`config.mk`:
```
export PLATFORM = sky130hd
export DESIGN_NAME = turbo_rx_wr_ctrl
export DESIGN_NICKNAME = d
export VERILOG_FILES = /design/src/rtl/turbo_pkg.sv /design/src/rtl/turbo_rx_wr_ctrl.sv
export SDC_FILE = /design/constraint.sdc
export NUM_CORES = 1
export LEC_CHECK = 0
export ABC_AREA = 0
export CELL_PAD_IN_SITES_DETAIL_PLACEMENT = 1
export CELL_PAD_IN_SITES_GLOBAL_PLACEMENT = 1
export CORE_MARGIN = 2
export CORE_UTILIZATION = 40
export DETAILED_ROUTE_END_ITERATION = 6
export GPL_TIMING_DRIVEN = 0
export PLACE_DENSITY_LB_ADDON = 0.12
export SLEW_MARGIN = 20
export SYNTH_ARGS = -nofsm -noshare
export SYNTH_HDL_FRONTEND = slang
export SYNTH_SLANG_ARGS = --single-unit
```
`constraint.sdc`:
```
create_clock -name clk -period 4.2 [get_ports clk]
set_input_delay 1.05 -clock clk [delete_from_list [all_inputs] [get_ports clk]]
set_output_delay 1.05 -clock clk [all_outputs]
set_load 0.005 [all_outputs]
```
`src/rtl/turbo_pkg.sv`:
```
`default_nettype none
// ============================================================================
// Module      : turbo_pkg
// Description : Shared constants for the HPGP turbo RX interleaver. Holds
//               the PB length/offset tables, the pb_sel encodings, the
//               write-controller state encoding and the PB size decoder.
// Revision    : 1.0 - initial release
// ============================================================================
package turbo_pkg;

    // pb_sel encodings
    localparam logic [1:0] c_PB_SEL_16      = 2'd0;
    localparam logic [1:0] c_PB_SEL_136     = 2'd1;
    localparam logic [1:0] c_PB_SEL_520     = 2'd2;
    localparam logic [1:0] c_PB_SEL_ILLEGAL = 2'd3;

    // PB lengths in 2-bit symbols (octets * 4)
    localparam logic [11:0] c_PB_LEN_16  = 12'h040;
    localparam logic [11:0] c_PB_LEN_136 = 12'h220;
    localparam logic [11:0] c_PB_LEN_520 = 12'h820;

    // PB base offsets in the interleaver RAM
    localparam logic [11:0] c_PB_OFF_16  = 12'h000;
    localparam logic [11:0] c_PB_OFF_136 = 12'h010;
    localparam logic [11:0] c_PB_OFF_520 = 12'h098;

    // Write-controller state encoding
    localparam logic [1:0] c_ST_IDLE  = 2'd0;
    localparam logic [1:0] c_ST_FILL  = 2'd1;
    localparam logic [1:0] c_ST_START = 2'd2;
    localparam logic [1:0] c_ST_DRAIN = 2'd3;

    typedef struct packed {
        logic        legal;
        logic [11:0] len;
        logic [11:0] offset;
    } pb_geom_t;

    // Map pb_sel to PB geometry; the illegal code returns legal = 0.
    function automatic pb_geom_t pb_decode(input logic [1:0] sel);
        pb_geom_t g;
        g = '{legal: 1'b0, len: 12'h000, offset: 12'h000};
        case (sel)
            c_PB_SEL_16:  g = '{legal: 1'b1, len: c_PB_LEN_16,  offset: c_PB_OFF_16};
            c_PB_SEL_136: g = '{legal: 1'b1, len: c_PB_LEN_136, offset: c_PB_OFF_136};
            c_PB_SEL_520: g = '{legal: 1'b1, len: c_PB_LEN_520, offset: c_PB_OFF_520};
            default:      g = '{legal: 1'b0, len: 12'h000, offset: 12'h000};
        endcase
        return g;
    endfunction

endpackage
`default_nettype wire

```
`src/rtl/turbo_rx_wr_ctrl.sv`:
```
`default_nettype none
// ============================================================================
// Module      : turbo_rx_wr_ctrl
// Description : Write-side controller of the turbo RX interleaver memory.
//               Accepts the serial soft-symbol stream of one PB, writes it
//               at the size-dependent RAM offset, then pulses start to the
//               read stage and blocks input until the read pass is over.
// Ports       : clk, rst         - clock, async active-high reset
//               sof, pb_sel      - start-of-PB pulse and PB size select
//               din/din_vld/din_rdy - symbol input handshake
//               wen/waddr/wdata  - RAM write port (registered)
//               pb_len/pb_offset - PB geometry for the read stage
//               start            - one-cycle read-stage kick-off
//               busy, err        - status; err pulses on illegal/late sof
// Revision    : 1.0 - initial release
// ============================================================================
module turbo_rx_wr_ctrl
    import turbo_pkg::*;
#(
    parameter int D_WIDTH = 2,
    parameter int A_WIDTH = 12
) (
    input  logic               clk,
    input  logic               rst,
    input  logic               sof,
    input  logic [1:0]         pb_sel,
    input  logic [D_WIDTH-1:0] din,
    input  logic               din_vld,
    output logic               din_rdy,
    output logic               wen,
    output logic [A_WIDTH-1:0] waddr,
    output logic [D_WIDTH-1:0] wdata,
    output logic [A_WIDTH-1:0] pb_len,
    output logic [A_WIDTH-1:0] pb_offset,
    output logic               start,
    output logic               busy,
    output logic               err
);

    logic [1:0]         r_state;
    logic [1:0]         w_state_nxt;
    logic [A_WIDTH-1:0] r_wcnt;
    logic [A_WIDTH-1:0] r_dcnt;
    logic [A_WIDTH-1:0] r_pb_len;
    logic [A_WIDTH-1:0] r_pb_offset;
    logic [A_WIDTH-1:0] r_waddr;
    logic [D_WIDTH-1:0] r_wdata;
    logic               r_din_rdy;
    logic               r_wen;
    logic               r_start;
    logic               r_err;

    pb_geom_t           w_geom;
    logic               w_accept;
    logic               w_load;
    logic               w_err;
    logic               w_last;

    assign w_geom = pb_decode(pb_sel);
    assign w_last = (r_wcnt == (r_pb_len - A_WIDTH'(1)));

    // Next-state and control decode
    always_comb begin
        w_state_nxt = r_state;
        w_accept    = 1'b0;
        w_load      = 1'b0;
        w_err       = 1'b0;
        case (r_state)
            c_ST_IDLE: begin
                if (sof) begin
                    if (w_geom.legal) begin
                        w_load      = 1'b1;
                        w_state_nxt = c_ST_FILL;
                    end else begin
                        w_err = 1'b1;
                    end
                end
            end
            c_ST_FILL: begin
                // sof restarts the PB; a symbol on the same cycle is dropped
                if (sof) begin
                    w_err = 1'b1;
                    if (w_geom.legal) begin
                        w_load = 1'b1;
                    end else begin
                        w_state_nxt = c_ST_IDLE;
                    end
                end else if (din_vld && r_din_rdy) begin
                    w_accept = 1'b1;
                    if (w_last) begin
                        w_state_nxt = c_ST_FILL == c_ST_FILL ? c_ST_START : c_ST_FILL;
                    end
                end
            end
            c_ST_START: begin
                w_err       = sof;
                w_state_nxt = c_ST_DRAIN;
            end
            c_ST_DRAIN: begin
                w_err = sof;
                if (r_dcnt == A_WIDTH'(1)) begin
                    w_state_nxt = c_ST_IDLE;
                end
            end
            default: w_state_nxt = c_ST_IDLE;
        endcase
    end

    always_ff @(posedge clk or posedge rst) begin
        if (rst) begin
            r_state     <= c_ST_IDLE;
            r_wcnt      <= '0;
            r_dcnt      <= '0;
            r_pb_len    <= '0;
            r_pb_offset <= '0;
            r_waddr     <= '0;
            r_wdata     <= '0;
            r_din_rdy   <= 1'b0;
            r_wen       <= 1'b0;
            r_start     <= 1'b0;
            r_err       <= 1'b0;
        end else begin
            r_state   <= w_state_nxt;
            // Registered from next state so it drops on entry to START
            r_din_rdy <= (w_state_nxt == c_ST_FILL);
            r_wen     <= w_accept;
            r_err     <= w_err;
            // One cycle behind START so it follows the last write
            r_start   <= (r_state == c_ST_START);

            if (w_load) begin
                r_pb_len    <= A_WIDTH'(w_geom.len);
                r_pb_offset <= A_WIDTH'(w_geom.offset);
                r_wcnt      <= '0;
            end else if (w_accept) begin
                r_wcnt <= r_wcnt + A_WIDTH'(1);
            end

            if (w_accept) begin
                r_waddr <= r_pb_offset + r_wcnt;
                r_wdata <= din;
            end

            // Quarter-length read pass plus the read stage output register
            if (r_state == c_ST_START) begin
                r_dcnt <= {2'b00, r_pb_len[A_WIDTH-1:2]} + A_WIDTH'(2);
            end else if (r_state == c_ST_DRAIN) begin
                r_dcnt <= r_dcnt - A_WIDTH'(1);
            end
        end
    end

    assign din_rdy   = r_din_rdy;
    assign wen       = r_wen;
    assign waddr     = r_waddr;
    assign wdata     = r_wdata;
    assign pb_len    = r_pb_len;
    assign pb_offset = r_pb_offset;
    assign start     = r_start;
    assign err       = r_err;
    assign busy      = (r_state != c_ST_IDLE);

endmodule
`default_nettype wire
```
Word-level counts from Yosys, hierarchy flattened
Index checks and enable logic that the tools add are counted.

Register bits: 68. Input bits: 8. Output and inout bits: 43. Word-level logic and storage cells: 55.

$add $sub $neg: 5. Eq/ne operators: 8. Muxes and demuxes: 23. Reduce and logical (&&, ||, !) cells: 8.

Operators by type and width (count): $pmux W25 S3 (1); $mux W12 (4); $sub A12 B1 Y12 const B (2); $mux W2 (7); $add A12 B1 Y12 const B (1); $add A12 B12 Y12 (1); $eq A12 B1 Y1 const B (1); $eq A12 B12 Y1 (1); $add A10 B2 Y11 const B (1); $mux W1 (9); $pmux W2 S4 (1); $eq A2 B1 Y1 const B (3); $eq A2 B2 Y1 const B (3); $reduce_bool A2 Y1 (3); $logic_not A2 Y1 (2); $reduce_or A2 Y1 (2); $pmux W1 S3 (1); $logic_and A1 B1 Y1 (1).

Logic depth before layout (Yosys ltp)
Word-level depth: 7. Depth in mapped cells: 7.

Least setup slack after synthesis
Ideal clock, no wire load.

Path kind: input to register. Start point: input port pb_sel[0]. End point: register r_pb_offset[3], in the netlist pb_offset[3]. Setup time: 125 ps. Data arrival time: 2070 ps. Required time: 4075 ps. Path slack: 2005 ps. Cell stages on the path: 4. Cells stage by stage: ha_1 -> nor3b_1 -> buf_2 -> mux2_2.

Longest elaborated chain between the ends: 5.

RTL lines: start: declaration (line turbo_rx_wr_ctrl.sv:26) `input logic [1:0] pb_sel,`; $eq A2 B2 Y1 (tied with other cells) (line turbo_pkg.sv:43) `case (sel)`; $pmux W25 S3 * (line turbo_pkg.sv:43); $mux W1 (line turbo_rx_wr_ctrl.sv:71, turbo_rx_wr_ctrl.sv:83); $mux W1 (line turbo_rx_wr_ctrl.sv:70) `if (sof) begin`; $mux W1; end signal: assignment (line turbo_rx_wr_ctrl.sv:133) `r_pb_offset <= A_WIDTH'(w_geom.offset);`; end: declaration (line turbo_rx_wr_ctrl.sv:45) `logic [A_WIDTH-1:0] r_pb_offset;`.

Every way passes the cells marked *; elsewhere a longest branch is shown, timed or not. A chain may end at the register's enable or synchronous reset.

Worst setup path after layout
Start point: register r_state[1]. End point: output port busy.

Longest elaborated chain between the ends: 1.

RTL lines: start: declaration (line turbo_rx_wr_ctrl.sv:40) `logic [1:0] r_state;`; start signal: assignment (line turbo_rx_wr_ctrl.sv:111) `r_state <= c_ST_IDLE;`; start signal: assignment (line turbo_rx_wr_ctrl.sv:123) `r_state <= w_state_nxt;`; $reduce_bool A2 Y1 (line turbo_rx_wr_ctrl.sv:161) `assign busy = (r_state != c_ST_IDLE);`; end: declaration (line turbo_rx_wr_ctrl.sv:36) `output logic busy,`.

Every way passes these cells.

==> summary.md <==
| Metric | Value |
|---|---|
| Most frequent cell after synthesis | dfrtp_1 |
| CP Cell Sequence | inv_1 > buf_2 > nand2_1 > clkdlybuf4s50_1 |
| Via density | 5.19 |
| Max Cap Viol | 0 |
| Fin crit period | 2.71 ns |
| Post-synth top area share | 43.5% |
| Row Count | 30 |
| Routing usage on met2 | 31.5% |
| Placed cell count | 424 |
| Mux share of post-synthesis cell area | 1.22% |
| Clock Tree Buf Depth | 2 |
| CTS tree | yes |
| RSZ-0062 raised after global routing | no |
| Syn Inst Count | 294 |
| Flop pwr share | 49.6% |
| Post-cts resize count | 0 |
| Drt pass-1 iters | 4 |
| Status | complete, no violations |
| WL/cell | 15.2 um |
| Layout Skew | 0.00948 ns |
| Crit. End Element | output pin |
| Antenna cells | 0 |
| Main area contributors after synthesis | dfrtp_1, buf_4, nand2_1 |
| Vias in the first global route | 2376 |
| Slew Viols, Final | 0 |
| Slowest Stage Delay on Critical Path | 0.49 ns |
| Placed instance area | 3270 um2 |
| Distinct cells, synth | 49 |
| Die area | 7580 um2 |
| Mapped cell area | 2760 um2 |
| FF+latch count, synth | 48 |
| GR Overflow Total | 0 |
| Setup Fix Bufs, Post-CTS | 0 |
| Post-Synth Simple-Gate Area | 21.1% |
| Cts hold-fix bufs | 0 |
| DRC viols | 0 |
| Post-DP HPWL | 4930 um |
| Vias | 2243 |
| GR peak layer | met2 |
| First-pass GRT wire length | 11600 um |
| Initial Util | 41.1% |
| Clock sink total | 48 |
| Async SR Flop Fraction | 100% |
| Final Setup Violations | 0 |
| Most common flop cell mapped by yosys | dfrtp_1 |
| Crit path launch | r_state[1] |
| Global Route Usage Sum | 19.6% |
| Worst min path class | register to register |
| Gpl congestion | 0.782 |
| P_int | 760 uW |
| XOR/XNOR Fraction of Synth Area | 6.98% |
| Die height | 87.1 um |
| Pwr dens | 302 nW/um2 |
| Critical path launch point type | register |
| Routed Antenna Nets | 0 |
| Total Wirelength | 6560 um |
| Hold_ws | 0.480 ns |
| Post-synthesis sequential area ratio | 43.5% |
| CP bufs+invs | 3 |
| Sw frac | 25.6% |
| Number of synthesized flops with an enable pin | 0 |
| Synth area leader | dfrtp_1 |
| Worst r2r src | pb_len[5] |
| Share of cells above drive strength 1 | 14.2% |
| Max FO, Critical Path | 10 |
| Combinational power share | 17.3% |
| Top delay family on crit path | buffers and inverters |
| Avg Synthesized Cell Area | 9.39 um2 |
| NetSw | 261 uW |
| Cell Count, Final, Fillers Out | 432 |
| Layout Area Growth over Synthesis | 22.4% |
| CTS H-tree depth | 2 |
| Total power | 1020 uW |
| Worst VDD drop | 0.000143 V |
| Most frequent cells after synthesis | dfrtp_1, nand2_1, nor2_1, buf_4, o21ai_0 |
| Clk_lat worst skew | 0.31 ns |
| Worst path required time | 3.15 ns |
| Fmax | 370 MHz |
| Hold path start | wdata[0] |
| Clock network power share | 33.1% |
| Fin. Hold Viols | 0 |
| Crit path DAT | 1.66 ns |
| Final Cell Area | 3380 um2 |
| Leak Pwr | 0.00158 uW |
| Period utilization | 64.4% |
| GR Layer Usage met1 | 26.7% |
| Post-synthesis adder-cell area fraction | 6.17% |
| Worst-path clk slew | 0.09 ns |
| 1st-iter DRT viols | 85 |
| Filler instances | 790 |
| Fin nets | 372 |
| Met3 Usage GRT | 3.70% |
| TNS Setup | 0 ns |
| Clock Tree Root | clkbuf_8 |
| Core footprint | 6720 um2 |
| Initial antenna violation count | 0 |
| Io pins | 51 |
| Largest family of logic cells by synthesized area | simple AND/OR/NAND/NOR gates |
| Die width | 87.1 um |
| WS Path Type | register to output pin |
| IO buf count | 33 |
| Slowest-stage cell, CP | dfrtp_1 |
| Number of buffers created by CTS | 5 |
| Synth Area in Compound Gates | 10.8% |
| Largest net degree at the start of global routing | 29 |
| Ys Warns | 0 |
## power by group through the flow
stage	registers [uW]	logic, uW	clock network [uW]
2_1_floorplan	514	93.0	0
3_3_place_gp	516	173	0
3_5_place_dp	517	180	0
4_1_cts	508	180	344
5_1_grt	512	200	370
6_report	507	177	338
## kinds of logic after synthesis
| group | count (synthesis) |
|---|---|
| simple gates | 108 |
| buf+inv | 50 |
| compound gates | 49 |
| flops | 48 |
| xor+xnor | 22 |
| fa+ha+maj | 13 |
| mux | 3 |
| other cells | 1 |
## layout by cell type (no fill, tap or decap), types with 3 or more instances in the layout
master / synthesis / layout
dfrtp_1: 48 / 48
nand2_1: 42 / 42
clkdlybuf4s50_1: 0 / 33
nor2_1: 23 / 23
buf_4: 22 / 22
o21ai_0: 22 / 22
conb_1: 1 / 17
inv_1: 17 / 16
xor2_1: 12 / 12
ha_1: 12 / 12
xnor2_1: 10 / 10
nand3_1: 8 / 8
a21oi_1: 8 / 8
nand4_1: 7 / 7
buf_2: 6 / 6
clkbuf_1: 4 / 5
nor3_1: 5 / 5
clkbuf_8: 0 / 5
nor4_1: 4 / 4
a31oi_1: 3 / 3
## tightest hold or removal path: cells and delay by family (launching register included)
kind,cells,cell delay [ns]
flops,1,0.35
simple gates,2,0.10
## metrics by stage
| stage | setup slack [ns] | util (%) |
|---|---|---|
| after floorplan | 2.01 | - |
| after global placement | 0.940 | 48.4 |
| after detailed placement | 1.25 | 48.7 |
| after CTS | 1.49 | 50.3 |
| after global routing | 1.38 | 50.3 |
| final | 1.49 | 50.3 |
## metal layers
metal	routed length, um	vias to the layer above
li1	-	1087
met5	0	-
met3	202	6
met4	86	0
met1	3150	1108
met2	3130	42
## cell type report
| class | count | area (um2) | area share (%) |
|---|---|---|---|
| Buffer | 33 | 214 | 6.33 |
| Clock buffer | 6 | 72.6 | 2.15 |
| Clock inverter | 2 | 35.0 | 1.04 |
| Inverter | 17 | 63.8 | 1.89 |
| Multi-Input combinational cell | 212 | 1340 | 39.7 |
| Sequential cell | 48 | 1200 | 35.6 |
| Tap cell | 80 | 100 | 2.96 |
| Timing Repair Buffer | 34 | 350 | 10.4 |
## sequential cells by signal, indices dropped and copies added (netlist names)
register and count:
r_dcnt 12, r_wcnt 12, waddr 12, pb_len 3
r_state 2, wdata 2, din_rdy 1, err 1
pb_offset 1, start 1, wen 1
## worst paths after layout
check	end	slack [ns]	depth (start not counted)
worst max-delay path	busy	1.49	4
worst min-delay path	wdata[0]	0.48	2
worst max register to register	r_state[1]	2.10	7
worst min register to register	wdata[0]	0.48	2
max in group asynchronous	waddr[6]	2.60	3
min in group asynchronous	r_wcnt[1]	1.09	2
Power figures use the tool's default switching activity.
